--- src/rtl/mux_scan_sequencer.sv ---
// Round-robin scan controller for a 4-to-1 mux: drives the select lines,
// waits a settle interval per channel and streams (channel, sample) pairs out over valid/ready.
module mux_scan_sequencer #(
  parameter int DATA_W     = 3,
  parameter int SETTLE_CYC = 2
) (
  input  logic              clock,
  input  logic              reset_n,
  input  logic              start,
  input  logic [3:0]        chan_mask,
  input  logic [DATA_W-1:0] mux_out,
  output logic              s1,
  output logic              s0,
  output logic [DATA_W-1:0] data_out,
  output logic [1:0]        chan_out,
  output logic              data_valid,
  input  logic              data_ready,
  output logic              busy,
  output logic              done
);

  typedef enum logic [1:0] {
    IDLE   = 2'd0,
    SETTLE = 2'd1,
    HOLD   = 2'd2
  } state_t;

  localparam logic [3:0] CNT_LAST = 4'(SETTLE_CYC - 1);

  state_t            state_q;
  logic [3:0]        mask_q;
  logic [1:0]        sel_q;
  logic [3:0]        cnt_q;
  logic [DATA_W-1:0] data_q;
  logic [1:0]        chan_q;
  logic              valid_q;
  logic              busy_q;
  logic              done_q;

  logic [1:0]        first_sel_d;
  logic [1:0]        next_sel_d;
  logic              has_next_d;

  // Lowest enabled channel of the incoming mask picks the first select value.
  always_comb begin
    first_sel_d = 2'd0;
    for (int i = 3; i >= 0; i--) begin
      if (chan_mask[i]) first_sel_d = 2'(i);
    end
  end

  // Next enabled channel strictly above the current one; no wrap-around.
  always_comb begin
    has_next_d = 1'b0;
    next_sel_d = sel_q;
    for (int i = 3; i >= 0; i--) begin
      if (mask_q[i] && (2'(i) > sel_q)) begin
        has_next_d = 1'b1;
        next_sel_d = 2'(i);
      end
    end
  end

  always_ff @(posedge clock) begin
    if (!reset_n) begin
      state_q <= IDLE;
      mask_q  <= 4'd0;
      sel_q   <= 2'd0;
      cnt_q   <= 4'd0;
      data_q  <= '0;
      chan_q  <= 2'd0;
      valid_q <= 1'b0;
      busy_q  <= 1'b0;
      done_q  <= 1'b0;
    end else begin
      done_q <= 1'b0;
      case (state_q)
        IDLE: begin
          if (start) begin
            if (chan_mask != 4'd0) begin
              mask_q  <= chan_mask;
              sel_q   <= first_sel_d;
              busy_q  <= 1'b1;
              cnt_q   <= 4'd0;
              state_q <= SETTLE;
            end else begin
              done_q <= 1'b1;
            end
          end
        end
        SETTLE: begin
          cnt_q <= cnt_q + 4'd1;
          if (cnt_q == CNT_LAST) begin
            data_q  <= mux_out;
            chan_q  <= sel_q;
            valid_q <= 1'b1;
            state_q <= HOLD;
          end
        end
        HOLD: begin
          // Everything stays frozen until the consumer takes the sample.
          if (data_ready) begin
            valid_q <= 1'b0;
            if (has_next_d) begin
              sel_q   <= next_sel_d;
              cnt_q   <= 4'd0;
              state_q <= SETTLE;
            end else begin
              busy_q  <= 1'b0;
              done_q  <= 1'b1;
              state_q <= IDLE;
            end
          end
        end
        default: state_q <= IDLE;
      endcase
    end
  end

  assign s1         = sel_q[1];
  assign s0         = sel_q[0];
  assign data_out   = data_q;
  assign chan_out   = chan_q;
  assign data_valid = valid_q;
  assign busy       = busy_q;
  assign done       = done_q;

endmodule

--- config.mk ---
export PLATFORM = sky130hd
export DESIGN_NAME = mux_scan_sequencer
export DESIGN_NICKNAME = d
export VERILOG_FILES = /design/src/rtl/mux_scan_sequencer.sv
export SDC_FILE = /design/constraint.sdc
export NUM_CORES = 1
export LEC_CHECK = 0
export CAP_MARGIN = 20
export CORE_UTILIZATION = 37
export CTS_CLUSTER_DIAMETER = 30
export DETAILED_ROUTE_END_ITERATION = 8
export GPL_ROUTABILITY_DRIVEN = 0
export SLEW_MARGIN = 20
export SYNTH_ARGS = -nofsm -noshare
export SYNTH_HDL_FRONTEND = slang
export SYNTH_SLANG_ARGS = --single-unit
--- constraint.sdc ---
create_clock -name clock -period 1.9 [get_ports clock]
set_clock_uncertainty 0.2 [all_clocks]
set_input_delay 0.285 -clock clock [delete_from_list [all_inputs] [get_ports clock]]
set_output_delay 0.285 -clock clock [all_outputs]
set_load 0.05 [all_outputs]
### Word level (Yosys, flattened, before mapping)

Cells that the tools add are included.

| word-level totals | value |
|---|---|
| bits in registers | 20 |
| input bits | 11 |

| cells by class | value |
|---|---|
| add/subtract/negate cells | 1 |
| $lt $le $gt $ge | 4 |
| equal/unequal tests | 10 |
| multiplexer cells | 41 |
| reductions and logical operators | 16 |

Operators with widths:

| operator | count |
|---|---|
| $mux 2 | 16 |
| $mux 4 | 4 |
| $mux 1 | 15 |
| $ne 2x2->1 const B | 6 |
| $pmux 4 s3 | 1 |
| $reduce_and 5->1 | 2 |
| $pmux 1 s2 | 3 |
| $pmux 2 s3 | 1 |
| $reduce_and 3->1 | 2 |
| $reduce_and 6->1 | 1 |
| $ne 5x5->1 const B | 1 |
| $add 4x1->4 const B | 1 |
| $eq 4x1->1 const B | 1 |
| $gt 1x2->1 const A | 2 |
| $gt 2x2->1 const A | 2 |
| $logic_and 1x1->1 | 4 |
| $pmux 2 s2 | 1 |
| $reduce_and 4->1 | 1 |
| $reduce_bool 2->1 | 2 |
| $reduce_bool 4->1 | 1 |
| $reduce_bool 3->1 | 1 |
| $eq 2x1->1 const B | 1 |
| $eq 2x2->1 const B | 1 |
| $logic_not 2->1 | 1 |
| $reduce_and 2->1 | 1 |

### Logic depth before layout (Yosys ltp)

Gate-level depths: netlist of run 1.

| depth | value |
|---|---|
| depth after elaboration | 9 |
| depth in mapped cells | 6 |

### Worst setup path before layout of run 1

No wires, ideal clock.

| timing path | value |
|---|---|
| path type | reg2reg |
| start | register sel_q[1] |
| end | register state_q[0] |
| data arrival time | 1410 ps |
| path buffers | 0 |
| cell stages (with the launch flop) | 5 |
| slack | 175 ps |
| period minus slack after synthesis | 1725 ps |
| path through | dfxtp_1 > o21bai_1 > a2bb2oi_1 > nand2b_1 > o21a_1 |

| on the way | value |
|---|---|
| word-level cells in the longest chain between the ends | 9 |

Ends and longest elaborated chain:

| what | RTL line | RTL |
|---|---|---|
| start: declaration | 32 | `logic [1:0] sel_q;` |
| start signal: assignment | 82 | `sel_q <= first_sel_d;` |
| start signal: assignment | 105 | `sel_q <= next_sel_d;` |
| $gt 2x2->1 | 57 | `if (mask_q[i] && (2'(i) > sel_q)) begin` |
| $logic_and 1x1->1 | 57 |  |
| $mux 1 (3 in a row) | 57 |  |
| $mux 1 * | 57 |  |
| $mux 1 * | 104 | `if (has_next_d) begin` |
| $mux 2 * | 102 | `if (data_ready) begin` |
| $pmux 2 s3 * | 77 | `case (state_q)` |
| end signal: assignment | 85 | `state_q <= SETTLE;` |
| end signal: assignment | 107 | `state_q <= SETTLE;` |
| end signal: assignment | 111 | `state_q <= IDLE;` |
| end: declaration | 30 | `state_t state_q;` |

Every way passes the cells marked *; elsewhere a longest branch is shown, timed or not. The select of a mux whose other input is x is not followed.
A chain may end at the register's enable or synchronous reset.

### Worst setup path after layout of run 1

| timing path | value |
|---|---|
| start | input chan_mask[2] |
| end | register cnt_q[2] |

| on the way | value |
|---|---|
| word-level cells in the longest chain between the ends | 3 |

Ends and longest elaborated chain:

| what | RTL line | RTL |
|---|---|---|
| start: declaration | 10 | `input logic [3:0] chan_mask,` |
| $reduce_bool 4->1 | 80 | `if (chan_mask != 4'd0) begin` |
| $ne 2x2->1 (no source line) | n/a |  |
| $reduce_and 5->1 (no source line) | n/a |  |
| end signal: assignment | 92 | `cnt_q <= cnt_q + 4'd1;` |
| end: declaration | 33 | `logic [3:0] cnt_q;` |

No other way between the ends.

==> impl_metrics.json, run 1 <==
{
  "ir_drop_v": 0.0004742,
  "drt-pass1-iter-count": 4,
  "drcViolationCount": 0,
  "period_share_pct": 95.36,
  "tns_ns": 0,
  "yosys_warnings": 0,
  "place.port_buffers": 20,
  "cp-start-kind": "input port",
  "cts_hold_buf": 0,
  "crit_family": "compound AO/OA/AOI/OAI gates",
  "rsz0062_at_grt": "no",
  "cpPeakStageDelay_ns": 0.56,
  "ys_seq_area_share_pct": 39.63,
  "ys_dominant_reg_cell": "dfxtp_1",
  "start_util_pct": 39.09,
  "path_buf_inv": 1,
  "relSlewSlack_pct": 59.10,
  "die-area_mm2": 0.002802,
  "vias": 948,
  "wirelength_um": 2272,
  "grt_usage_pct": 17.70,
  "netlist_area_um2": 959.7,
  "critPathCaptureType": "register",
  "clk_pin_slew_worst_paths_ns": 0.11,
  "utilization_pct": 51.58,
  "antenna_found_initial": 0,
  "postCtsSetupRepairBufs": 0,
  "crit_required_ns": 1.92,
  "max_freq_ghz": 0.5519,
  "multi_input_area_um2": 545.5,
  "wl_per_cell_um": 12.91,
  "clock_sinks": 19,
  "critPathMaxFanout": 3,
  "cts_max_level": 1,
  "criticalPathCategory": "in2reg",
  "path_cells": "clkdlybuf4s50_1 > or4_4 > a211o_1 > a311oi_2",
  "drt_iter0_markers": 10,
  "synth_nets": 128,
  "die_w_um": 52.93,
  "fillers": 237,
  "hpwl_um": 1673,
  "core_area_mm2": 0.002455,
  "yosys_register_bits": 19,
  "io_pins": 21,
  "outcome": "finished clean",
  "critPathArrivalTime_ns": 1.83,
  "p_per_area_mw_per_mm2": 670.4,
  "power_mw": 0.8489,
  "clkLatencyLatePin_ns": 0.30,
  "cts_tree": "done",
  "period_needed_ns": 1.812,
  "tightest_slew_ns": 0.6040,
  "max_cap_viol_count": 0,
  "critPathSlowestCell": "or4_4",
  "p_leak_nw": 0.5011,
  "fp.dieH_um": 52.93,
  "setup_viol": 0,
  "via_per_inst": 5.386,
  "grt_pass1_vias": 816,
  "placed_area_mm2": 0.001240,
  "hold_path_class": "reg2reg",
  "row_count": 18,
  "grt_first_pass_wirelength_um": 3601,
  "placed_cells": 172,
  "syn_area_per_cell_um2": 8.345,
  "pre_cts_ws_ns": -0.2405,
  "fin_area_mm2": 0.001266,
  "synth_edf_count": 0,
  "synth.distinct_cells": 39,
  "fin_nets": 160,
  "clock-root-buffer": "clkbuf_4",
  "grt.overflow.total": 0,
  "final_cells": 176,
  "layout-drive-gt1-share_pct": 21.92,
  "cts_max_path_buffers": 2,
  "regArea_um2": 380.4,
  "holdWs_ns": 0.2678,
  "async_flop_share_pct": 0,
  "ant_nets": 0,
  "grt_max_degree": 13,
  "maxSlewViolCount": 0,
  "diodes": 0,
  "syn_inst": 115,
  "area_delta_synth_final_pct": 31.94,
  "hold_viol_final": 0,
  "cts_buffers": 3,
  "setup_ws_ns": 0.08818
}
-- per-layer routing --
metal	GRT usage, %	wire length, um	up-vias
met5	0	0	-
met1	22.61	1129	438
li1	-	-	482
met4	7.895	31	0
met2	28.90	1020	23
met3	2.874	91	5
-- final cells by class --
class | count | share of cell area, %
multi-input cells | 87 | 43.08
flip-flops and latches | 19 | 30.04
repair buffers | 31 | 20.36
well taps | 30 | 2.964
clock buffers | 4 | 2.075
inverters | 5 | 1.482
-- cells by family (layout without fill, tap and decap cells) --
family          Yosys count  count (layout)  share of synthesized area [%]
simple gates             48              48                          26.60
mux                       1               1                          1.043
flops                    19              19                          39.63
compound gates           36              36                          26.60
fa+ha+maj                 2               2                          2.607
buf+inv                   9              40                          3.519
-- worst register-to-register path, stage by stage, from the launching register on --
cell and delay [ns]:
dfxtp_1 0.40, inv_1 0.10, a21oi_1 0.09, o311ai_1 0.57, a311oi_2 0.19
-- cell usage after synthesis (2+ instances only) --
| library cell | number | share of area [%] |
|---|---|---|
| nand3_1 | 7 | 3.7 |
| inv_1 | 4 | 1.6 |
| a211oi_1 | 2 | 1.6 |
| nor2_1 | 5 | 2.0 |
| or2_2 | 2 | 1.3 |
| clkbuf_1 | 4 | 1.6 |
| o211a_1 | 2 | 2.1 |
| nand2_1 | 17 | 6.6 |
| nand2b_1 | 7 | 4.6 |
| o21ai_0 | 3 | 1.6 |
| a21oi_1 | 9 | 4.7 |
| nor2b_1 | 2 | 1.3 |
| o22ai_1 | 2 | 1.3 |
| ha_1 | 2 | 2.6 |
| dfxtp_1 | 19 | 40 |
| a21boi_0 | 2 | 1.6 |
| o21a_1 | 3 | 2.3 |
| a31oi_1 | 2 | 1.3 |
-- registers in the layout, indices dropped and copies added, names as in the netlist --
signal / flops
busy: 1
chan_out: 2
cnt_q: 4
data_out: 3
data_valid: 1
done: 1
mask_q: 3
sel_q: 2
state_q: 2
-- worst paths after layout --
path	start	endpoint	slack, ns	cells after the start
hold / removal	data_out[1]	data_out[1]	0.27	2
setup / recovery	chan_mask[2]	cnt_q[2]	0.09	4
hold reg to reg	data_out[1]	data_out[1]	0.27	2
setup reg to reg	sel_q[1]	cnt_q[2]	0.21	4
-- power breakdown --
part	internal (mW)	switching, mW
clock	0.0819	0.129
sequential	0.417	0.0234
combinational	0.0901	0.107
total	0.589	0.260
-- what timing repair did --
action / in CTS / in global routing
endpoints found under the setup margin: 0 / 1
resized for setup: 0 / 0
hold endpoints to repair: 0 / 0
-- placed cells by master, fill, tap and decap left out, types with 2 or more instances in the layout --
master,n
nand2b_1,7
a211oi_1,2
clkdlybuf4s50_1,10
inv_1,4
a31oi_1,2
a21oi_1,9
nor2b_1,2
o211a_1,2
o21a_1,3
a21boi_0,2
nand3_1,7
nor2_1,5
buf_4,21
clkbuf_4,3
dfxtp_1,19
nand2_1,17
ha_1,2
o22ai_1,2
or2_2,2
o21ai_0,3
(Power assumes the default switching activity.)
==> run 2, diff against run 1 <==
Settings changed: CORE_UTILIZATION 37 to 44, PLACE_DENSITY set to 0.74.
Clock period 1.9 ns to 1.52 ns, I/O delays scaled along.
==> impl_metrics.json, run 2 (synthesized netlist as in run 1, its figures left out) <==
{
  "most-common-layout-cells": "buf_4, nand2_1, dfxtp_1, buf_12, a21oi_1",
  "grt_first_pass_wirelength_um": 4698,
  "wl_per_cell_um": 15.52,
  "clkLatencyLatePin_ns": 0.30,
  "placed_cells": 179,
  "place.port_buffers": 20,
  "largest_reg_flops": 4,
  "critPathArrivalTime_ns": 1.60,
  "wl_met3_um": 131,
  "ir_drop_v": 0.0005026,
  "ant_nets": 0,
  "cts_max_path_buffers": 2,
  "setup_ws_ns": -0.03449,
  "p_comb_share_pct": 30.9,
  "p_leak_nw": 0.6182,
  "cp-start-kind": "input port",
  "wl_met1_um": 1221,
  "top_layer_used": "met4",
  "p_sw_share_pct": 31.51,
  "critPathCaptureType": "register",
  "start_util_pct": 47.94,
  "hpwl_um": 1975,
  "die-area_mm2": 0.002372,
  "period_share_pct": 102.3,
  "internal-power_mw": 0.8081,
  "clk_pin_slew_worst_paths_ns": 0.11,
  "tightest_slew_ns": 0.3321,
  "drcViolationCount": 0,
  "antenna_found_initial": 0,
  "final_common_cell": "buf_4",
  "fin_area_mm2": 0.001598,
  "max_cap_viol_count": 0,
  "final_cells": 187,
  "rsz0062_at_grt": "yes",
  "placed_area_mm2": 0.001445,
  "wirelength_um": 2903,
  "wl_met2_um": 1496,
  "cts_hold_buf": 0,
  "power_frac_seq_pct": 46.7,
  "layout-drive-gt1-share_pct": 43.13,
  "path_cells": "clkdlybuf4s50_1 > or3b_2 > o22ai_2 > o221ai_1 > nand2_1",
  "grt_pass1_vias": 1055,
  "die_w_um": 48.70,
  "hold_path_class": "in2reg",
  "holdWs_ns": 0.1063,
  "cpPeakStageDelay_ns": 0.49,
  "grt.overflow.total": 0,
  "switchingPower_mw": 0.3717,
  "core_area_mm2": 0.002002,
  "clock_sinks": 19,
  "vias": 1050,
  "row_count": 16,
  "hold_viol_final": 0,
  "critPathMaxFanout": 2,
  "maxSlewViolCount": 0,
  "period_needed_ns": 1.554,
  "regMostFlops": "cnt_q",
  "power_mw": 1.180,
  "cts_tree": "done",
  "max_freq_ghz": 0.6433,
  "area_delta_synth_final_pct": 66.49,
  "clock-root-buffer": "clkbuf_4",
  "cts_buffers": 3,
  "diodes": 0,
  "fp.dieH_um": 48.70,
  "grt_usage_pct": 25.86,
  "relSlewSlack_pct": 77.58,
  "via_per_inst": 5.615,
  "crit_required_ns": 1.57,
  "drt-pass1-iter-count": 4,
  "io_pins": 21,
  "cts_max_level": 1,
  "drt_iter0_markers": 31,
  "critPathSlowestCell": "clkdlybuf4s50_1",
  "setup_viol": 1,
  "power_frac_clock_pct": 22.4,
  "fin_nets": 174,
  "criticalPathCategory": "in2reg",
  "outcome": "finished, violations left",
  "violations": "negative setup slack",
  "grt_max_degree": 12,
  "p_per_area_mw_per_mm2": 738.4
}
==> run 2: cell count changes in the layout (fill, tap and decap cells not counted), moves of 3 or more <==
| cell | delta |
|---|---|
| buf_12 | +10 |
| dfxtp_1 | -5 |
| clkdlybuf4s50_1 | -4 |
| dfxtp_2 | +3 |
==> run 2: power by group through the flow <==
stage          clock network (mW)  registers (mW)  logic [mW]
3_5_place_dp                    0           0.557       0.312
6_report                    0.264           0.551       0.364
4_1_cts                     0.263           0.547       0.330
5_1_grt                     0.297           0.556       0.391
3_3_place_gp                    0           0.556       0.304
2_1_floorplan                   0           0.584       0.122
==> run 2: path summary, 6_finish.rpt <==
check / depth (start not counted) / endpoint / slack, ns / startpoint
hold / removal: 4 / mask_q[3] / 0.11 / chan_mask[3]
setup / recovery: 5 / sel_q[0] / -0.03 / start
setup reg to reg: 4 / sel_q[0] / 0.01 / state_q[0]
hold reg to reg: 2 / data_out[1] / 0.30 / data_out[1]
==> run 2: area by class of cell <==
type                            count  area [um2]
Multi-Input combinational cell     87       648.1
Timing Repair Buffer               45       479.2
Fill cell                         126       404.1
Sequential cell                    19       391.6
Tap cell                           27       33.78
Clock buffer                        4       26.28
Inverter                            5       18.77
==> run 2: routing by layer <==
metal,vias up,global-route usage (%)
met5,-,0
met4,0,14.22
met3,6,5.346
met2,34,44.68
met1,501,29.46
li1,509,-
==> run 2: repair_timing <==
| action | in CTS | in global routing |
|---|---|---|
| pin swaps | 3 | 7 |
| setup endpoints to repair | 7 | 16 |
| setup buffers | 1 | 3 |
| resized for setup | 20 | 19 |
==> run 2: stage by stage <==
stage / setup slack, ns / TNS [ns] / util, %
finish: -0.03449 / -0.03449 / 79.81
detailed placement: -0.5702 / -4.995 / 72.19
global route: -0.05978 / -0.2081 / 79.81
global placement: -0.4975 / -4.484 / 72.19
CTS: -0.001524 / -0.001524 / 75.69
floorplan: -0.03668 / -0.06138 / -
==> run 2: critical path: cells and delay by family <==
family                 cells  cell delay, ns
AO/OA/AOI/OAI              2            0.32
buffers and inverters      1            0.49
AND/OR/NAND/NOR            2            0.56
==> run 3, diff against run 2 <==
Settings changed: CELL_PAD_IN_SITES_DETAIL_PLACEMENT set to 1, CELL_PAD_IN_SITES_GLOBAL_PLACEMENT set to 1, CORE_MARGIN set to 1, CORE_UTILIZATION 44 to 32, HOLD_SLACK_MARGIN set to 0.08, PLACE_DENSITY 0.74 to unset, PLACE_DENSITY_LB_ADDON set to 0.1.
==> impl_metrics.json, run 3 (synthesized netlist as in run 1, its figures left out) <==
{
  "outcome": "finished, violations left",
  "violations": "design-rule violations, negative setup slack",
  "cts_max_level": 1,
  "critPathCaptureType": "register",
  "cts_hold_buf": 0,
  "grt.overflow.total": 0,
  "most-common-layout-cells": "buf_4, nand2_1, dfxtp_1, buf_12",
  "path_buf_inv": 2,
  "vias": 1075,
  "criticalPathCategory": "reg2reg",
  "io_pins": 21,
  "grt_pass1_vias": 1124,
  "final_cells": 199,
  "fin_nets": 182,
  "core_area_mm2": 0.002805,
  "maxSlewViolCount": 0,
  "row_count": 19,
  "start_util_pct": 34.21,
  "regMostFlops": "cnt_q",
  "setup_viol": 3,
  "ant_nets": 0,
  "critPathArrivalTime_ns": 1.56,
  "max_freq_ghz": 0.6463,
  "via_per_inst": 5.402,
  "largest_reg_flops": 4,
  "period_needed_ns": 1.547,
  "wirelength_um": 3329,
  "clk_pin_slew_worst_paths_ns": 0.12,
  "cts_max_path_buffers": 2,
  "fillers": 316,
  "layout-drive-gt1-share_pct": 45.83,
  "wl_met3_um": 94,
  "die-area_mm2": 0.003222,
  "diodes": 0,
  "drcViolationCount": 4,
  "cts_buffers": 3,
  "grt_first_pass_wirelength_um": 5319,
  "cpPeakStageDelay_ns": 0.35,
  "tns_ns": -0.05308,
  "area_delta_synth_final_pct": 78.36,
  "max_cap_viol_count": 0,
  "setup_ws_ns": -0.02728,
  "top_layer_used": "met4",
  "p_leak_nw": 0.6866,
  "multi_input_area_um2": 663.1,
  "tightest_slew_ns": 0.3367,
  "clock-root-buffer": "clkbuf_4",
  "hpwl_um": 2354,
  "relSlewSlack_pct": 77.50,
  "grt_max_degree": 11,
  "clock_sinks": 19,
  "wl_met2_um": 1741,
  "placed_cells": 192,
  "drt-pass1-iter-count": 6,
  "p_per_area_mw_per_mm2": 720.4,
  "critPathSlowestCell": "dfxtp_2",
  "wl_met1_um": 1449,
  "hold_viol_final": 0,
  "antenna_found_initial": 0,
  "cts_tree": "done",
  "final_common_cell": "buf_4",
  "fp.dieH_um": 56.76,
  "die_w_um": 56.76,
  "wl_per_cell_um": 16.73,
  "crit_required_ns": 1.53,
  "rsz0062_at_grt": "yes",
  "drt_iter0_markers": 38,
  "place.port_buffers": 20,
  "r2r_slack_ns": -0.03,
  "regArea_um2": 394.1,
  "cp-start-kind": "register",
  "hold_path_class": "in2reg",
  "ir_drop_v": 0.0004799,
  "clkLatencyLatePin_ns": 0.31,
  "crit_family": "flip-flops",
  "period_share_pct": 101.8,
  "grt_usage_pct": 22.24,
  "path_cells": "inv_2 > ha_4 > nor3b_4 > buf_6 > nor2_4 > o21a_1",
  "critPathMaxFanout": 5
}
==> run 3: changes by cell type in the layout (fill, tap and decap cells not counted), sizes merged <==
cell and change:
clkdlybuf4s15 +2, dlymetal6s2s +2, buf +8, clkdlybuf4s50 -2
dlygate4sd2 -1, clkbuf -1
==> run 3: repair_timing <==
item,in CTS,in global routing
setup endpoints to repair,17,15
buffers inserted,2,1
gates resized for setup,30,21
pin swaps,5,9
==> run 3: layer usage <==
layer / track usage, % / up-vias
met1: 25.71 / 525
met2: 40.31 / 21
li1: - / 524
met3: 3.456 / 5
met5: 0 / -
met4: 9.408 / 0
==> run 3: tightest hold or removal path: stages <==
cell	delay [ns]
buf_2	0.11
buf_4	0.14
nand2_1	0.05
a21boi_1	0.05
==> run 3: final timing paths <==
kind | from | to | cells past startpoint
worst max-delay path | cnt_q[1] | state_q[0] | 6
worst min-delay path | chan_mask[2] | mask_q[2] | 4
worst max register to register | cnt_q[1] | state_q[0] | 6
worst min register to register | mask_q[2] | mask_q[2] | 2
==> run 3: cell type report <==
cell class,count,share of cell area (%)
Sequential cell,19,23.03
Timing Repair Buffer,53,33.33
Clock buffer,4,1.535
Inverter,5,1.096
Tap cell,31,2.266
Multi-Input combinational cell,87,38.74
==> run 3: per-stage QoR <==
stage	power, mW	util [%]	hold WS, ns	worst slack [ns]	instance area, um2
2_1_floorplan	0.7065	-	0.1640	-0.03668	972.2
3_3_place_gp	0.8873	54.55	0.2737	-0.5081	1530
3_5_place_dp	0.8990	54.55	0.2818	-0.5682	1530
4_1_cts	1.203	58.47	0.09614	-0.001447	1640
5_1_grt	1.283	61.02	0.1001	-0.06472	1712
6_report	1.233	61.02	0.1008	-0.02728	1712
==> run 3: where the power goes <==
part | total, mW | switching, mW | internal, mW
combinational | 0.405 | 0.194 | 0.211
clock | 0.277 | 0.174 | 0.103
sequential | 0.551 | 0.0301 | 0.520
total | 1.23 | 0.399 | 0.835
